File: src/rtl/mem_arbiter_pkg.sv
// Shared types and constants for the two-master round-robin memory arbiter.
package mem_arbiter_pkg;

  typedef enum logic [1:0] {
    IDLE = 2'd0,
    G0   = 2'd1,
    G1   = 2'd2
  } state_t;

  localparam logic [31:0] TIMEOUT_RDATA = 32'hDEAD_BEEF;

  localparam logic [1:0] GRANT_NONE = 2'b00;
  localparam logic [1:0] GRANT_M0   = 2'b01;
  localparam logic [1:0] GRANT_M1   = 2'b10;

endpackage

File: src/rtl/mem_arbiter_wdog.sv
// Transaction watchdog: flags the cycle in which a granted transaction has
// waited TIMEOUT_CYCLES cycles without slave completion. Used with ARB_TIMEOUT_EN.
module mem_arbiter_wdog
  import mem_arbiter_pkg::*;
#(
  parameter int TIMEOUT_CYCLES = 255
) (
  input  logic clk,
  input  logic reset,
  input  logic start,
  input  logic active,
  input  logic done,
  output logic expired
);

  localparam int CNT_W = $clog2(TIMEOUT_CYCLES + 1);
  localparam logic [CNT_W-1:0] LIMIT = CNT_W'(TIMEOUT_CYCLES - 1);
  localparam logic [CNT_W-1:0] ONE   = CNT_W'(1);

  logic [CNT_W-1:0] count_r;

  // count stalled granted cycles; expired is pre-computed so it is high in
  // the cycle where the stall count reaches TIMEOUT_CYCLES
  always_ff @(posedge clk) begin
    if (reset) begin
      count_r <= '0;
      expired <= 1'b0;
    end else if (start) begin
      count_r <= '0;
      expired <= (LIMIT == '0);
    end else if (active && !done) begin
      count_r <= count_r + ONE;
      expired <= ((count_r + ONE) == LIMIT);
    end else begin
      count_r <= count_r;
      expired <= 1'b0;
    end
  end

endmodule

File: src/rtl/mem_arbiter.sv
// Round-robin arbiter letting two valid/ready masters share one memory slave.
// Optional transaction watchdog enabled by defining ARB_TIMEOUT_EN.
module mem_arbiter
  import mem_arbiter_pkg::*;
#(
  parameter int ADDR_W         = 32,
  parameter int DATA_W         = 32,
  parameter int TIMEOUT_CYCLES = 255
) (
  input  logic                clk,
  input  logic                reset,
  input  logic                m0_valid,
  input  logic [ADDR_W-1:0]   m0_addr,
  input  logic [DATA_W-1:0]   m0_wdata,
  input  logic [DATA_W/8-1:0] m0_wstrb,
  output logic [DATA_W-1:0]   m0_rdata,
  output logic                m0_ready,
  input  logic                m1_valid,
  input  logic [ADDR_W-1:0]   m1_addr,
  input  logic [DATA_W-1:0]   m1_wdata,
  input  logic [DATA_W/8-1:0] m1_wstrb,
  output logic [DATA_W-1:0]   m1_rdata,
  output logic                m1_ready,
  output logic                s_valid,
  output logic [ADDR_W-1:0]   s_addr,
  output logic [DATA_W-1:0]   s_wdata,
  output logic [DATA_W/8-1:0] s_wstrb,
  input  logic [DATA_W-1:0]   s_rdata,
  input  logic                s_ready,
  output logic [1:0]          grant,
  output logic                err
);

  state_t            state_r;
  state_t            state_next_s;
  logic              last_grant_r;
  logic              last_grant_next_s;
  logic              owner_s;
  logic              own_valid_s;
  logic              expired_s;
  logic [DATA_W-1:0] timeout_rdata_s;
  logic [DATA_W-1:0] done_rdata_s;

`ifdef ARB_TIMEOUT_EN
  localparam int REP = (DATA_W + 31) / 32;
  localparam logic [REP*32-1:0] TIMEOUT_REP = {REP{TIMEOUT_RDATA}};

  logic start_s;
  logic active_s;
  logic done_s;

  assign start_s         = (state_r == IDLE) && (state_next_s != IDLE);
  assign active_s        = (state_r != IDLE);
  assign done_s          = s_valid && s_ready;
  assign timeout_rdata_s = TIMEOUT_REP[DATA_W-1:0];

  mem_arbiter_wdog #(
    .TIMEOUT_CYCLES(TIMEOUT_CYCLES)
  ) u_wdog (
    .clk    (clk),
    .reset  (reset),
    .start  (start_s),
    .active (active_s),
    .done   (done_s),
    .expired(expired_s)
  );
`else
  assign expired_s       = 1'b0;
  assign timeout_rdata_s = '0;
`endif

  // state register and round-robin pointer; last_grant=1 lets m0 win the first tie
  always_ff @(posedge clk) begin
    if (reset) begin
      state_r      <= IDLE;
      last_grant_r <= 1'b1;
    end else begin
      state_r      <= state_next_s;
      last_grant_r <= last_grant_next_s;
    end
  end

  // next-state decision and the combinational slave/master pass-through
  always_comb begin
    state_next_s      = state_r;
    last_grant_next_s = last_grant_r;
    s_valid           = 1'b0;
    s_addr            = '0;
    s_wdata           = '0;
    s_wstrb           = '0;
    grant             = GRANT_NONE;
    m0_ready          = 1'b0;
    m0_rdata          = '0;
    m1_ready          = 1'b0;
    m1_rdata          = '0;
    err               = 1'b0;
    done_rdata_s      = '0;
    owner_s           = (state_r == G1);
    own_valid_s       = owner_s ? m1_valid : m0_valid;

    // outputs are forced quiet while reset is held
    if (reset) begin
      state_next_s      = IDLE;
      last_grant_next_s = 1'b1;
    end else begin
      case (state_r)
        IDLE: begin
          if (m0_valid && (!m1_valid || last_grant_r)) begin
            state_next_s = G0;
          end else if (m1_valid) begin
            state_next_s = G1;
          end else begin
            state_next_s = IDLE;
          end
        end
        G0, G1: begin
          grant   = owner_s ? GRANT_M1 : GRANT_M0;
          s_addr  = owner_s ? m1_addr  : m0_addr;
          s_wdata = owner_s ? m1_wdata : m0_wdata;
          s_wstrb = owner_s ? m1_wstrb : m0_wstrb;
          if (!own_valid_s) begin
            // master withdrew: drop the request without completing it
            state_next_s = IDLE;
          end else if (s_ready || expired_s) begin
            s_valid           = s_ready;
            err               = !s_ready;
            done_rdata_s      = s_ready ? s_rdata : timeout_rdata_s;
            state_next_s      = IDLE;
            last_grant_next_s = owner_s;
            if (owner_s) begin
              m1_ready = 1'b1;
              m1_rdata = done_rdata_s;
            end else begin
              m0_ready = 1'b1;
              m0_rdata = done_rdata_s;
            end
          end else begin
            s_valid = 1'b1;
          end
        end
        default: begin
          state_next_s = IDLE;
        end
      endcase
    end
  end

endmodule

File: config.mk
export PLATFORM = sky130hd
export DESIGN_NAME = mem_arbiter
export DESIGN_NICKNAME = d
export VERILOG_FILES = /design/src/rtl/mem_arbiter_pkg.sv /design/src/rtl/mem_arbiter_wdog.sv /design/src/rtl/mem_arbiter.sv
export SDC_FILE = /design/constraint.sdc
export NUM_CORES = 1
export LEC_CHECK = 0
export CAP_MARGIN = 20
export CORE_AREA = 3 3 119 121
export CTS_CLUSTER_DIAMETER = 50
export CTS_CLUSTER_SIZE = 20
export DETAILED_ROUTE_END_ITERATION = 8
export DIE_AREA = 0 0 122 124
export HOLD_SLACK_MARGIN = 0.08
export PLACE_DENSITY = 0.67
export SETUP_SLACK_MARGIN = 0.1
export SKIP_LAST_GASP = 1
export SLEW_MARGIN = 20
export SYNTH_ARGS = -nofsm -noshare
export SYNTH_HDL_FRONTEND = slang
export SYNTH_SLANG_ARGS = --single-unit
File: constraint.sdc
create_clock -name clk -period 1.6 [get_ports clk]
set_input_delay 0.16 -clock clk [delete_from_list [all_inputs] [get_ports clk]]
set_output_delay 0.16 -clock clk [all_outputs]
set_load 0.02 [all_outputs]
==> out/metrics.cfg <==
[placed_design]
port_buffers = 309
gp_congestion = 0.7968
dpl_cell_area_sq_um = 6195
hpwl_mm = 9.658

[timing]
skew_ns = 0.001969
clock.fmax_ghz = 0.4868
worst_slack_ns = -0.4544
post-route-period-util = 1.284
holdWs_ns = 0.5402
tns_ns = -45.75
setup_viol = 136
rsz0062_at_grt = yes
min_period_ns = 2.054
finalHoldViolCount = 0
maxSlewViolCount = 0

[floorplanning]
rows = 42
pin_count = 311
die_h_um = 124
initial_core_util = 0.1324
fp.dieW_um = 122
coreArea_sq_um = 13190
die_area_sq_um = 15130

[power_and_ir_drop]
power_switching_uw = 911.0
p_comb_frac = 0.804
p_clk_frac = 0.162
total_power_mw = 2.523
powerDensity_nw_per_um2 = 328.1
p_int_mw = 1.612
swShare = 0.3611
ir_worst_vdd_v = 0.0003037
seqPwrFrac = 0.035
power_leakage_nw = 2.992

[final_layout]
fin_area_sq_um = 7690
fin_util = 0.5830
final_nets = 820
antenna_cells = 0
drive_gt1_frac = 0.6916
area_growth_pct = 340.3

[yosys]
syn-instance-count = 256
synthesis.area_sq_um = 1747
yosys.area.top_type = mux2i_1
yosysWarnings = 0
synthArstFlopShare = 0
synth-main-ff-cell = dfxtp_1
yosysUniqueCellTypes = 20
ys_ff_latch = 3
synth_top_area_share = 0.4069
mappedNetlistNets = 433
yosys-top-cells-area = mux2i_1, and2_1, nor2_1
synth-edff-count = 0
syn_area_per_cell_sq_um = 6.823
synth_sequential_area_ratio = 0.03438

[detailed_routing]
drtIter0Drc = 33
firstDrtPassIters = 4
via_count = 3312
post_drt_via_cell_ratio = 4.049
drc = 0
wl_per_cell_um = 16.59
drt_wl_total_mm = 13.57
ant_nets = 0

[global_routing]
grt_pass1_wl_mm = 17.60
grt_util_met3 = 0.03860
grt_antenna_before_repair = 0
grt.overflow.total = 0
use_met2 = 0.2952
first_global_vias = 3391
grt_usage = 0.1450
use_met1 = 0.1513
grt_max_degree = 18
busiest_layer = met2

[clock_network]
htree_levels = 1
hold_buffers = 0
cts_buffers = 3
insertion_delay_ns = 0.23
clock-sinks = 3
cts_tree = yes
cts_root_buf = clkbuf_16
cts.path.max_buffers = 2
clk_pin_slew_ns = 0.03

[worst_setup_path]
path_class = register to output pin
startpoint_type = register
r2r_cells = 8
endpoint_kind = output pin
cp.required_ns = 1.44
cp_max_fo = 5
critPathArrivalTime_ns = 1.89

[run]
cap_violations = 0

[hold_path]
holdPathStages = 2
hold_class = register to register

[outcome]
violations = negative setup slack
status = finished with violations

cell usage in the layout (no fill, tap or decap), types with 2 or more instances in the layout:
| cell | instances |
|---|---|
| ha_4 | 3 |
| nor2b_1 | 3 |
| nor2_4 | 68 |
| mux2i_4 | 54 |
| mux2i_1 | 5 |
| inv_1 | 2 |
| buf_8 | 7 |
| clkbuf_16 | 8 |
| and2_2 | 6 |
| buf_6 | 88 |
| and2_4 | 58 |
| clkdlybuf4s15_2 | 4 |
| buf_4 | 77 |
| clkdlybuf4s50_1 | 172 |
| inv_4 | 2 |
| nand2b_1 | 3 |
| nor2_1 | 3 |
| nand3_1 | 2 |
| buf_12 | 27 |
| buf_16 | 4 |
| buf_2 | 4 |
| clkbuf_2 | 15 |
| mux2i_2 | 12 |
power by group through the flow:
stage | Combinational [mW] | Sequential, mW | Clock, mW
5_1_grt | 2.13 | 0.0878 | 0.422
3_3_place_gp | 1.55 | 0.0861 | 0
6_report | 2.03 | 0.0872 | 0.408
2_1_floorplan | 0.727 | 0.0862 | 0
3_5_place_dp | 1.56 | 0.0864 | 0
4_1_cts | 1.71 | 0.0865 | 0.416
final cells by class:
class,instances,area [sq um]
sequential,3,65.06
fill,1082,5500
timing repair buffer,405,4330
tap,176,220.2
multi-input combinational,226,2975
inverter,4,20.02
clock buffer,4,78.83
through the flow:
step	std cells	worst slack [ns]
final	818	-0.4544
after global routing	818	-0.4919
after CTS	778	-0.4895
after detailed placement	757	-0.6500
after global placement	757	-0.6192
after floorplan	256	-0.07832
worst paths after layout:
check                                start            to  slack (ns)
worst max-delay path            state_r[0]    s_addr[16]       -0.45
worst min-delay path            state_r[1]    state_r[1]        0.54
worst max register to register  state_r[0]  last_grant_r       -0.02
worst min register to register  state_r[1]    state_r[1]        0.54
worst max-delay path, cell delays in order, from the launching register on:
cell	delay, ns
dfxtp_2	0.34
inv_4	0.05
buf_6	0.11
ha_4	0.20
buf_12	0.14
clkbuf_16	0.15
buf_4	0.13
buf_8	0.12
mux2i_4	0.18
nor2_4	0.07
clkbuf_2	0.16
cells by family after synthesis:
group,share of synthesized area
buf+inv,0.08453
flops,0.03439
fa+ha+maj,0.02865
mux,0.4069
simple gates,0.4348
other cells,0.002147
compound gates,0.008599
flip-flops by register name, indices dropped and copies added (netlist names):
register,cells
state_r,2
last_grant_r,1
repair_timing:
action | 4_1_cts | 5_1_grt
gates resized for setup | 496 | 382
gates cloned | 3 | 5
endpoints found under the setup margin | 136 | 139
buffers inserted | 14 | 37
pin swaps | 3 | 25
synth_stat cells, types with 2 or more instances:
master / n
and2_1: 64
buf_2: 10
buf_4: 3
buf_6: 3
clkbuf_1: 7
dfxtp_1: 3
ha_1: 4
inv_1: 4
mux2i_1: 71
nand2b_1: 4
nand3_1: 2
nor2_1: 71
nor2b_1: 3
per-layer routing:
layer / part of all wire / vias to the layer above / routed length, um
li1: - / 1607 / -
met1: 0.33 / 1526 / 4432
met4: 0.0027 / 0 / 36
met5: 0 / - / 0
met2: 0.57 / 176 / 7801
met3: 0.096 / 3 / 1305
(Power assumes the default switching activity.)
